==> config.mk <==
export PLATFORM = sky130hd
export DESIGN_NAME = phase_sequencer
export DESIGN_NICKNAME = d
export VERILOG_FILES = /design/src/rtl/phase_sequencer.sv
export SDC_FILE = /design/constraint.sdc
export NUM_CORES = 1
export LEC_CHECK = 0
export CORE_ASPECT_RATIO = 1.1
export CORE_UTILIZATION = 45
export DETAILED_ROUTE_END_ITERATION = 7
export PLACE_DENSITY = 0.81
export RECOVER_POWER = 50
export SLEW_MARGIN = 20
export SYNTH_ARGS = -nofsm -noshare
export SYNTH_HDL_FRONTEND = slang
export SYNTH_SLANG_ARGS = --single-unit
==> constraint.sdc <==
create_clock -name clk -period 2.53 [get_ports clk]
set_input_delay 0.253 -clock clk [delete_from_list [all_inputs] [get_ports clk]]
set_output_delay 0.253 -clock clk [all_outputs]
set_load 0.02 [all_outputs]
==> src/rtl/phase_sequencer.sv <==
// Multi-cycle phase generator for the multi-cycle CPU: one-hot phase vector, run/stall
// handling, illegal-opcode trapping and cycle/instruction counters.
module phase_sequencer #(
    parameter int CNT_W           = 32,
    parameter bit HALT_ON_ILLEGAL = 1'b1
) (
    input  logic             clk,
    input  logic             reset,
    input  logic             run,
    input  logic             stall,
    input  logic [5:0]       op,
    input  logic [5:0]       irfunc,
    output logic [4:0]       p,
    output logic             busy,
    output logic             instr_done,
    output logic             illegal,
    output logic [CNT_W-1:0] cycle_cnt,
    output logic [CNT_W-1:0] instr_cnt
);

    // One-hot encoding: the low five state bits are the phase vector itself.
    typedef enum logic [5:0] {
        S_IDLE = 6'b000000,
        S_P0   = 6'b000001,
        S_P1   = 6'b000010,
        S_P2   = 6'b000100,
        S_P3   = 6'b001000,
        S_P4   = 6'b010000,
        S_HALT = 6'b100000
    } state_t;

    typedef enum logic [1:0] {
        PATH_FULL,   // P0 P1 P2 P3 P4
        PATH_STORE,  // P0 P1 P2 P3
        PATH_ALU,    // P0 P1 P2 P4
        PATH_BRANCH  // P0 P1 P2
    } path_t;

    state_t state;
    path_t  path;
    path_t  dec_path;
    logic   dec_legal;
    logic   final_phase;
    state_t start_state;

    assign p           = state[4:0];
    assign busy        = |state[4:0];
    assign start_state = run ? S_P0 : S_IDLE;

    // NOTE: every always_comb output gets a default first so no path can infer a latch.
    always_comb begin
        dec_legal = 1'b1;
        dec_path  = PATH_FULL;
        case (op)
            6'b100011, 6'b000010, 6'b000011: dec_path = PATH_FULL;
            6'b101011:                       dec_path = PATH_STORE;
            6'b000100, 6'b000101:            dec_path = PATH_BRANCH;
            6'b000000: begin
                case (irfunc)
                    6'b100000, 6'b101010: dec_path = PATH_ALU;
                    6'b001000, 6'b001001: dec_path = PATH_FULL;
                    default:              dec_legal = 1'b0;
                endcase
            end
            default: dec_legal = 1'b0;
        endcase
    end

    // The path is latched when P1 retires, so op changes in P3/P4 cannot alter it.
    always_comb begin
        final_phase = 1'b0;
        case (state)
            S_P2:    final_phase = (path == PATH_BRANCH);
            S_P3:    final_phase = (path == PATH_STORE);
            S_P4:    final_phase = 1'b1;
            default: final_phase = 1'b0;
        endcase
    end

    assign instr_done = final_phase && !stall;

    // NOTE: all state here is sequential, so only non-blocking assignments are used.
    always_ff @(posedge clk) begin
        if (!reset) begin
            state     <= S_IDLE;
            path      <= PATH_FULL;
            illegal   <= 1'b0;
            cycle_cnt <= '0;
            instr_cnt <= '0;
        end else begin
            if (busy) begin
                cycle_cnt <= cycle_cnt + CNT_W'(1);
            end
            if (instr_done) begin
                instr_cnt <= instr_cnt + CNT_W'(1);
            end
            // A stall freezes any P state; IDLE and HALT ignore it.
            if (!(busy && stall)) begin
                case (state)
                    S_IDLE: begin
                        if (run) begin
                            state <= S_P0;
                        end
                    end
                    S_P0: state <= S_P1;
                    S_P1: begin
                        if (dec_legal) begin
                            path  <= dec_path;
                            state <= S_P2;
                        end else begin
                            illegal <= 1'b1;
                            state   <= HALT_ON_ILLEGAL ? S_HALT : start_state;
                        end
                    end
                    S_P2: begin
                        if (final_phase) begin
                            state <= start_state;
                        end else if (path == PATH_ALU) begin
                            state <= S_P4;
                        end else begin
                            state <= S_P3;
                        end
                    end
                    S_P3: state <= final_phase ? start_state : S_P4;
                    S_P4: state <= start_state;
                    S_HALT: state <= S_HALT;
                    default: state <= S_IDLE;
                endcase
            end
        end
    end

endmodule
==> flow_summary.html <==
<table>
<tr><th>Metric</th><th>Value</th></tr>
<tr><th colspan="2">Finish</th></tr>
<tr><td>Share of post-route cells with drive strength above 1</td><td>7.12%</td></tr>
<tr><td>Most common cell after layout, fill and taps aside</td><td>sky130_fd_sc_hd__dfxtp_1</td></tr>
<tr><td>Most frequent cells in the layout</td><td>73 x sky130_fd_sc_hd__dfxtp_1, 68 x sky130_fd_sc_hd__dlygate4sd3_1, 61 x sky130_fd_sc_hd__nor2_1</td></tr>
<tr><td>Area taken by multi-input logic gates</td><td>2100 um^2</td></tr>
<tr><td>Antenna diode instance count</td><td>0</td></tr>
<tr><td>Number of nets in the layout</td><td>561</td></tr>
<tr><td>Relative area change from synthesis to final layout</td><td>32.4%</td></tr>
<tr><td>Design Area, Final</td><td>4980 um^2</td></tr>
<tr><td>Sequential cell area</td><td>1460 um^2</td></tr>
<tr><td>Fillers</td><td>702</td></tr>
<tr><td>Share of the core filled with cells in the final layout</td><td>62.3%</td></tr>
<tr><th colspan="2">Drt</th></tr>
<tr><td>Final wirelength</td><td>9400 um</td></tr>
<tr><td>DRT Pass-1 Iters</td><td>4</td></tr>
<tr><td>Antenna viol nets, final</td><td>0</td></tr>
<tr><td>Number of DRC violations after detailed-routing iteration 0</td><td>210</td></tr>
<tr><td>Overall via count from detail_route</td><td>3662</td></tr>
<tr><td>Remaining routing DRC violations</td><td>0</td></tr>
<tr><td>Vias/cell</td><td>5.58</td></tr>
<tr><td>Routed length per instance</td><td>14.3 um</td></tr>
<tr><th colspan="2">Yosys</th></tr>
<tr><td>Part of the Yosys area used for sequential elements</td><td>38.8%</td></tr>
<tr><td>Combinational family with the most area after synthesis</td><td>simple AND/OR/NAND/NOR gates</td></tr>
<tr><td>Post-Syn Area per Cell</td><td>8.24 um^2</td></tr>
<tr><td>Syn_nets</td><td>475</td></tr>
<tr><td>Number of enable flip-flop cells after synthesis</td><td>0</td></tr>
<tr><td>Multiplexer share of the synthesized area</td><td>1.33%</td></tr>
<tr><td>Leading post-synthesis cells by cell area</td><td>sky130_fd_sc_hd__dfxtp_1 39%, sky130_fd_sc_hd__xnor2_1 10%, sky130_fd_sc_hd__nor2_1 6.1%</td></tr>
<tr><td>Async set-or-reset flop fraction in the synthesized netlist</td><td>0%</td></tr>
<tr><td>Post-synth top flop</td><td>sky130_fd_sc_hd__dfxtp_1</td></tr>
<tr><td>Fraction of the mapped netlist area in compound gates</td><td>12.8%</td></tr>
<tr><td>Distinct cell type count of the synthesized netlist</td><td>50</td></tr>
<tr><td>Cell type with the largest total area after synthesis</td><td>sky130_fd_sc_hd__dfxtp_1</td></tr>
<tr><td>Post-Synthesis Cells</td><td>457</td></tr>
<tr><td>Synthesized cell area</td><td>3760 um^2</td></tr>
<tr><td>Area fraction in and, or, nand and nor cells after synthesis</td><td>29.9%</td></tr>
<tr><td>Synthesized-area fraction occupied by xor and xnor cells</td><td>11.2%</td></tr>
<tr><td>Share of Yosys cell area claimed by the top area cell type</td><td>38.8%</td></tr>
<tr><td>Post-synthesis adder-cell area fraction</td><td>0.665%</td></tr>
<tr><td>Synth Register Bits</td><td>73</td></tr>
<tr><td>Yosys warnings</td><td>0</td></tr>
<tr><th colspan="2">Status</th></tr>
<tr><td>Run status</td><td>finished clean</td></tr>
<tr><th colspan="2">GRT</th></tr>
<tr><td>Met2 Usage GRT</td><td>38.6%</td></tr>
<tr><td>Global-route wire length before repair</td><td>16000 um</td></tr>
<tr><td>Vias in the first global route</td><td>3494</td></tr>
<tr><td>Tot GR Track Use</td><td>22.9%</td></tr>
<tr><td>Global routing usage on met3</td><td>6.00%</td></tr>
<tr><td>Global Route met1 Usage</td><td>27.8%</td></tr>
<tr><td>Gr busiest metal</td><td>met2</td></tr>
<tr><td>Number of antenna violations at the first check in global routing</td><td>0</td></tr>
<tr><td>GRT overflow</td><td>0</td></tr>
<tr><td>Maximum number of pins on one net before global-route repair</td><td>30</td></tr>
<tr><th colspan="2">Placement</th></tr>
<tr><td>RePlAce Congestion</td><td>0.832</td></tr>
<tr><td>Dpl ws</td><td>0.169 ns</td></tr>
<tr><td>Number of buffers inserted by port buffering</td><td>87</td></tr>
<tr><td>Detailed placement HPWL</td><td>6690 um</td></tr>
<tr><td>Placed Instance Area</td><td>4740 um^2</td></tr>
<tr><th colspan="2">Pwr</th></tr>
<tr><td>Maximum VDD drop</td><td>0.576 mV</td></tr>
<tr><td>Total power per unit cell area</td><td>490 nW/um^2</td></tr>
<tr><td>Static leakage</td><td>1.81 nW</td></tr>
<tr><th colspan="2">Timing</th></tr>
<tr><td>Fin. max-slew vios</td><td>0</td></tr>
<tr><td>Number of failing setup endpoints in the final timing report</td><td>0</td></tr>
<tr><td>Final cycle utilization of the critical path</td><td>97.2%</td></tr>
<tr><td>Layout Skew</td><td>0.0107 ns</td></tr>
<tr><td>Setup total negative slack</td><td>0 ns</td></tr>
<tr><td>Final worst-path setup slack</td><td>0.0717 ns</td></tr>
<tr><td>Fin crit period</td><td>2.46 ns</td></tr>
<tr><td>Worst Max-Slew Pin Slew</td><td>0.562 ns</td></tr>
<tr><td>Top achievable clock speed</td><td>407 MHz</td></tr>
<tr><td>Relative max-transition margin</td><td>61.6%</td></tr>
<tr><td>Unrepaired setup endpoints after global routing</td><td>no</td></tr>
<tr><td>Hold violation count in the final report</td><td>0</td></tr>
<tr><td>Hold Slack</td><td>0.463 ns</td></tr>
<tr><th colspan="2">Worst hold path</th></tr>
<tr><td>Type of the most critical hold path</td><td>reg -&gt; reg</td></tr>
<tr><th colspan="2">Clock tree</th></tr>
<tr><td>TritonCTS clock tree</td><td>done</td></tr>
<tr><td># Post-CTS Setup Buffers</td><td>0</td></tr>
<tr><td>Source-to-sink clock delay at the later pin of the worst-skew pair</td><td>0.34 ns</td></tr>
<tr><td>Clock root cell</td><td>sky130_fd_sc_hd__clkbuf_8</td></tr>
<tr><td># clock sinks</td><td>73</td></tr>
<tr><td># H-tree levels</td><td>3</td></tr>
<tr><td>Clock-pin slew of the registers on the worst-case setup and hold paths</td><td>0.08 ns</td></tr>
<tr><td>Maximum clock insertion buffer count</td><td>2</td></tr>
<tr><td>CTS Buf Count</td><td>9</td></tr>
<tr><th colspan="2">Die</th></tr>
<tr><td>Core area</td><td>8000 um^2</td></tr>
<tr><td>Die outline width</td><td>89.2 um</td></tr>
<tr><td>Starting density of the core</td><td>47.1%</td></tr>
<tr><td>FP Rows</td><td>34</td></tr>
<tr><td>Vertical die dimension</td><td>97.9 um</td></tr>
<tr><td># IOs</td><td>88</td></tr>
<tr><td>Area of the die</td><td>8730 um^2</td></tr>
<tr><th colspan="2">Critical path</th></tr>
<tr><td>Critical path launch point type</td><td>flip-flop</td></tr>
<tr><td>Worst endpoint required time</td><td>2.28 ns</td></tr>
<tr><td>Sort of element at the end of the critical path</td><td>output pin</td></tr>
<tr><td>Maximum net fanout on the critical path</td><td>7</td></tr>
<tr><td>WS Path Type</td><td>reg -&gt; out</td></tr>
<tr><td>Data arrival time at the worst-slack endpoint</td><td>2.21 ns</td></tr>
<tr><th colspan="2">Run</th></tr>
<tr><td>Number of max-cap violations</td><td>0</td></tr>
</table>
[worst paths after layout]
check                                           start                         end  slack (ns)  depth (start not counted)
worst max-delay path            state[5]$_SDFFE_PN0P_                  instr_done        0.07                          4
worst min-delay path             illegal$_SDFFE_PN0P_        illegal$_SDFFE_PN0P_        0.46                          2
worst max register to register  state[5]$_SDFFE_PN0P_  instr_cnt[11]$_SDFFE_PN0P_        0.14                          6
worst min register to register   illegal$_SDFFE_PN0P_        illegal$_SDFFE_PN0P_        0.46                          2
[layer usage]
layer	vias to the layer above	wire length [um]	share of wire, %
li1	1798	-	-
met1	1731	3920	42
met5	-	0	0
met3	14	563	6.0
met4	0	189	2.0
met2	119	4730	50
[stage by stage]
stage          cells  total power [W]
2_1_floorplan    457          0.00128
6_report         656          0.00244
4_1_cts          656          0.00247
3_5_place_dp     640          0.00135
3_3_place_gp     640          0.00135
5_1_grt          656          0.00253
[cell usage after synthesis, types with 6 or more instances]
library cell,number
sky130_fd_sc_hd__and4_1,7
sky130_fd_sc_hd__inv_1,14
sky130_fd_sc_hd__o21ai_0,14
sky130_fd_sc_hd__dfxtp_1,73
sky130_fd_sc_hd__nand4_1,10
sky130_fd_sc_hd__nor3_1,17
sky130_fd_sc_hd__nand3_1,23
sky130_fd_sc_hd__xnor2_1,44
sky130_fd_sc_hd__a211oi_1,11
sky130_fd_sc_hd__or3_1,7
sky130_fd_sc_hd__nand2b_1,6
sky130_fd_sc_hd__clkbuf_1,20
sky130_fd_sc_hd__nand4b_1,6
sky130_fd_sc_hd__a21oi_1,18
sky130_fd_sc_hd__nand2_1,38
sky130_fd_sc_hd__nor4_1,12
sky130_fd_sc_hd__nor2_1,61
[kinds of logic after synthesis]
| logic type | count (synthesis) |
|---|---|
| and+or+nand+nor | 216 |
| adders and majority gates | 2 |
| AOI/OAI and AO/OA | 70 |
| buffers and inverters | 43 |
| muxes | 5 |
| DFF | 73 |
| xor gates and xnor gates | 48 |
[sequential cells by signal, summed over array words and instances, names as in the netlist]
name	flops
state	6
path	2
instr_cnt	32
cycle_cnt	32
illegal	1
[worst max-delay path, cell delays in order (launching register included)]
cell and delay (ns):
sky130_fd_sc_hd__dfxtp_1 0.38, sky130_fd_sc_hd__or4_4 0.58, sky130_fd_sc_hd__or2_4 0.28, sky130_fd_sc_hd__a21oi_1 0.24, sky130_fd_sc_hd__dlygate4sd2_1 0.38
[report_power, final]
group / internal (W) / switching, W / total, W
registers: 0.00116 / 0.00000964 / 0.00116
logic: 0.0000702 / 0.0000896 / 0.000160
clock network: 0.000687 / 0.000432 / 0.00112
total: 0.00191 / 0.000531 / 0.00244
[layout make-up]
type                    count  area share, %
well taps                 108           2.71
flip-flops and latches     73           29.3
clock inverters             4           1.98
multi-input cells         341           42.1
inverters                  15           1.13
repair buffers            103           19.8
clock buffers              12           2.91
[repair_timing]
action	4_1_cts	5_1_grt
gates resized for setup	3	0
setup endpoints to repair	2	0
hold buffers	0	0
No activity file was read; power rests on OpenSTA's default activity.
==> variant 1 (same flow settings) <==
The parameter `CNT_W` goes from 32 to 64.
--- a/src/rtl/phase_sequencer.sv
+++ b/src/rtl/phase_sequencer.sv
@@ -3,3 +3,3 @@
 module phase_sequencer #(
-    parameter int CNT_W           = 32,
+    parameter int CNT_W           = 64,
     parameter bit HALT_ON_ILLEGAL = 1'b1
Interface: changed (resized cycle_cnt and instr_cnt); port bits go from 88 to 152. The function was not compared with the original's and may differ.
==> variant 1 against the unedited design <==
Final area is 91% higher. Sequential cell count is 64 higher. Power is 100% higher. Routed wire length is 110% higher. Worst setup slack better by 73 ps. Die area is 85% higher. Synthesized area is 87% higher. Synthesized cell count is 90% higher. Cell count is 90% higher. Via count is 100% higher. Clock power is 130% higher.
==> variant 1: results (changes against the unedited design) <==
| Metric | Value |
|---|---|
| Fill cells | `1281 (+82%)` |
| Outcome | `finished, final reports clean` |
| GP Congestion | `0.847 (+1.9%)` |
| Global routing usage on met2 | `0.414 (+0.0279)` |
| # diodes | `0 (unchanged)` |
| CTS buffer count | `17 (+8)` |
| Top sig layer | `met4` |
| WP data arrival | `2130 ps (-80 ps)` |
| M3 GR Usage | `0.0616 (+0.00163)` |
| GRT met1 Usage | `0.309 (+0.0308)` |
| Antenna violations before repair | `0 (unchanged)` |
| Slew @ Worst Pin | `872 ps (+309 ps)` |
| P_leak | `3.36 nW (+85%)` |
| Worst Min Path Start | `cycle_cnt[63]` |
| Share of cells above drive strength 1 | `0.0840 (+0.0128)` |
| CP Launch Point | `state[1]` |
| Synth Warn # | `0 (unchanged)` |
| Routed len/inst | `15.9 microns (+11%)` |
| Global-route wire length before repair | `32.3 mm (+100%)` |
| Clock transition at the registers of the reported paths | `60 ps (-20 ps)` |
| Later-pin clock latency in the skew report | `420 ps (+80 ps)` |
| HP Class | `reg -> reg` |
| Initial DRC Count | `613 (+190%)` |
| H-tree levels | `4 (+1)` |
| Crit Reg-Reg Startpoint | `state[5]` |
| Unique masters post-synth | `58 (+16%)` |
| 1st-pass router iterations | `5 (+1)` |
| Routed wl met2 | `9.54 mm (+100%)` |
| Peak VDD IR | `0.000463 V (-20%)` |
| Port Buffers | `151 (+74%)` |
| Top Registers | `cycle_cnt x64, instr_cnt x64, state x6` |
| Syn nets | `888 (+87%)` |
| Residual DRC count | `0 (unchanged)` |
| Clk_skew | `11.4 ps (+0.677 ps)` |
| Via-per-instance ratio | `5.97 (+6.9%)` |
| Largest net degree at the start of global routing | `55 (+83%)` |
| Ys flop type | `dfxtp_1` |
| GRT Total Usage | `0.247 (+0.0184)` |
| Root Buffer | `clkbuf_16` |
| Vias in the first global route | `6677 (+91%)` |
| Synth top cells by count | `137 x dfxtp_1, 82 x a21oi_1, 80 x nand2_1` |
| DP HPWL | `13.7 mm (+100%)` |
| Post-Place Setup Slack | `209 ps (+40.2 ps)` |
| Clock buffer depth | `2 (unchanged)` |
| Met3 routed WL | `1.26 mm (+120%)` |
| Seq/Total Area, Yosys | `0.390 (+0.00132)` |
| Crit-path max FO | `10 (+3)` |
| Wl on met1 | `8.58 mm (+120%)` |
| Nets | `1053 (+88%)` |
| Synth async-reset ratio | `0 (unchanged)` |
| Largest cells by area after synthesis | `dfxtp_1 39%, a21oi_1 5.8%, or4_1 5.2%, nand2_1 4.3%, o31ai_1 4.3%` |
variant 1: logic make-up (layout without fill, tap and decap cells):
family | count (synthesis) | count (layout) | share of synthesized area
flops | 137 | 137 | 0.390
simple gates | 402 | 402 | 0.319
buf+inv | 78 | 256 | 0.0473
compound gates | 208 | 208 | 0.185
fa+ha+maj | 2 | 2 | 0.00355
mux | 9 | 9 | 0.0128
xor+xnor | 34 | 34 | 0.0423
variant 1: report_power, final:
part / internal (W) / switching (W)
logic: 0.0000737 / 0.000115
registers: 0.00217 / 0.0000144
clock network: 0.00169 / 0.000923
total: 0.00393 / 0.00105
variant 1: stage by stage:
| stage | hold slack, ps | area [sq um] | std cells |
|---|---|---|---|
| 6_report | 464 | 9540 | 1244 |
| 5_1_grt | 484 | 9540 | 1244 |
| 4_1_cts | 470 | 9530 | 1243 |
| 3_5_place_dp | 465 | 8900 | 1210 |
| 3_3_place_gp | 458 | 8900 | 1210 |
| 2_1_floorplan | 428 | 7040 | 870 |
variant 1: worst paths after layout:
kind	end	slack, ps	cells past startpoint
worst max register to register	instr_cnt[40]	170	5
worst min-delay path	cycle_cnt[63]	460	2
worst max-delay path	busy	140	4
worst min register to register	cycle_cnt[63]	460	2
variant 1: critical path, stage by stage (launching register included):
cell and delay, ps:
dfxtp_1 410, or4_1 620, nor2_1 210, inv_2 110
dlygate4sd2_1 360
variant 1: layout make-up:
cell class | count | area, sq um | share of cell area
clock inverter | 9 | 145 | 0.0152
multi-input combinational | 655 | 3980 | 0.417
inverter | 28 | 106 | 0.0112
sequential | 137 | 2740 | 0.288
clock buffer | 23 | 468 | 0.0491
timing repair buffer | 196 | 1850 | 0.194
tap | 196 | 245 | 0.0257
variant 1: repair_timing:
action	4_1_cts	5_1_grt
gates resized for setup	3	1
pin swaps	1	1
setup buffers	1	1
endpoints found under the setup margin	2	3
==> variant 2 (same flow settings) <==
Without the edit above. Register the output `instr_cnt` once more, cleared by the reset; this adds one clock of latency there. The other outputs are not delayed to match.
--- a/src/rtl/phase_sequencer.sv
+++ b/src/rtl/phase_sequencer.sv
@@ -37,2 +37,4 @@
     } path_t;
+
+    logic [CNT_W-1:0] instr_cnt_s0;
 
@@ -88,3 +90,3 @@
             cycle_cnt <= '0;
-            instr_cnt <= '0;
+            instr_cnt_s0 <= '0;
         end else begin
@@ -94,3 +96,3 @@
             if (instr_done) begin
-                instr_cnt <= instr_cnt + CNT_W'(1);
+                instr_cnt_s0 <= instr_cnt_s0 + CNT_W'(1);
             end
@@ -132,2 +134,10 @@
 
+    always_ff @(posedge clk) begin
+        if (!reset) begin
+            instr_cnt <= '0;
+        end else begin
+            instr_cnt <= instr_cnt_s0;
+        end
+    end
+
 endmodule
Function: changed (Yosys sat finds a counterexample within 10 cycles, from zero or initial values and one cycle with reset low).
==> variant 2 against the unedited design <==
Critical path depth did not move. Worst setup slack better by 81 ps. Via count up 4.6%. Utilization fell by 4.5 points. Final area grew 16%. Synthesized cell count up 9.6%. Highest routed layer unchanged. Die area up 24%. Sequential cell count is 32 higher. Routed wire length is 5.6% higher. Synthesized area increased by 24%.
Power is not compared: it rests on default switching activity, and its combinational part moved more than twofold at a synthesized area within 25%.
==> variant 2: results (changes against the unedited design) <==
| Metric | Value |
|---|---|
| Via-per-instance ratio | `5.45 (-2.4%)` |
| # diodes | `0 (unchanged)` |
| Post-CTS setup buffers | `0 (unchanged)` |
| Global-route wire length before repair | `16.2 mm (+1.2%)` |
| Outcome | `finished, final reports clean` |
| DP HPWL | `7.07 mm (+5.6%)` |
| Clock transition at the registers of the reported paths | `110 ps (+30 ps)` |
| Port Buffers | `87 (unchanged)` |
| Vias in the first global route | `3465 (-0.83%)` |
| Root Buffer | `clkbuf_8` |
| Syn nets | `519 (+9.3%)` |
| Crit-path max FO | `12 (+5)` |
| Post-Place Cells | `687 (+7.3%)` |
| Share of cells above drive strength 1 | `0.0926 (+0.0215)` |
| Seq/Total Area, Yosys | `0.449 (+0.0608)` |
| Multiplexer share of the synthesized area | `0.0353 (+0.0220)` |
| Synth top cells by count | `105 x dfxtp_1, 63 x nor2_1, 36 x and2_1, 36 x xnor2_1, 24 x nand2_1` |
| Later-pin clock latency in the skew report | `380 ps (+40 ps)` |
| GP Congestion | `0.846 (+1.7%)` |
| Compound-gate portion of the synthesized area | `0.106 (-0.0221)` |
| WL final | `9.94 mm (+5.6%)` |
| Nets | `596 (+6.2%)` |
| Post-Place Setup Slack | `259 ps (+90.5 ps)` |
| Synth Area in Adders | `0.00748 (+0.000836)` |
| Worst path max stage delay | `480 ps (-100 ps)` |
| Post-Synth XOR/XNOR Area | `0.0767 (-0.0350)` |
| Routed wl met2 | `4.65 mm (-1.6%)` |
| Largest net degree at the start of global routing | `41 (+37%)` |
| Avg Inst Size Synth | `9.34 sq um (+13%)` |
| H-tree levels | `3 (unchanged)` |
| Slew @ Worst Pin | `1170 ps (+611 ps)` |
| Wl on met1 | `4.56 mm (+16%)` |
| Slowest stage cell, crit path | `dfxtp_1` |
| Top Registers | `cycle_cnt x32, instr_cnt x32, instr_cnt_s0 x32` |
| Largest cells by area after synthesis | `dfxtp_1 45%, xnor2_1 6.7%, nor2_1 5.1%, and2_1 4.8%, mux2_2 2.9%` |
| GRT met1 Usage | `0.240 (-0.0377)` |
| WP data arrival | `2120 ps (-90 ps)` |
| Top sig layer | `met4` |
| M3 GR Usage | `0.0429 (-0.0171)` |
| Met3 routed WL | `522 microns (-7.3%)` |
| GRT Total Usage | `0.188 (-0.0413)` |
| Placed inst area | `5600 sq um (+18%)` |
| CTS buffer count | `9 (unchanged)` |
| Unique masters post-synth | `56 (+12%)` |
| Global routing usage on met2 | `0.306 (-0.0802)` |
| Fin cells | `703 (+7.2%)` |
| Initial DRC Count | `259 (+23%)` |
| Peak VDD IR | `0.000364 V` |
| Clk_skew | `10.1 ps (-0.648 ps)` |
| P_int | `0.00223 W` |
[variant 2: cell count changes after synthesis, sizes merged, moves of 7 or more]
cell / unedited run / this run
and2: 3 / 36
a211oi: 11 / 4
and3: 2 / 11
buf: 8 / 15
xnor2: 44 / 36
dfxtp: 73 / 105
nand2: 38 / 24
mux2: 0 / 12
[variant 2: final timing paths]
path                                from                to  slack (ps)  depth (start not counted)
worst min-delay path             path[0]           path[0]         490                          2
worst max register to register  state[1]  instr_cnt_s0[15]         270                          6
worst min register to register   path[0]           path[0]         490                          2
worst max-delay path            state[1]        instr_done         150                          4
[variant 2: cell type report]
type / instances / area (sq um)
Timing Repair Buffer: 96 / 926
Inverter: 11 / 41.3
Fill cell: 875 / 4210
Clock inverter: 7 / 70.1
Multi-Input combinational cell: 355 / 2360
Clock buffer: 9 / 124
Tap cell: 120 / 150
Sequential cell: 105 / 2100
[variant 2: what timing repair did]
action / 4_1_cts / 5_1_grt
setup endpoints to repair: 1 / 0
resized for setup: 3 / 0
hold buffers: 0 / 0
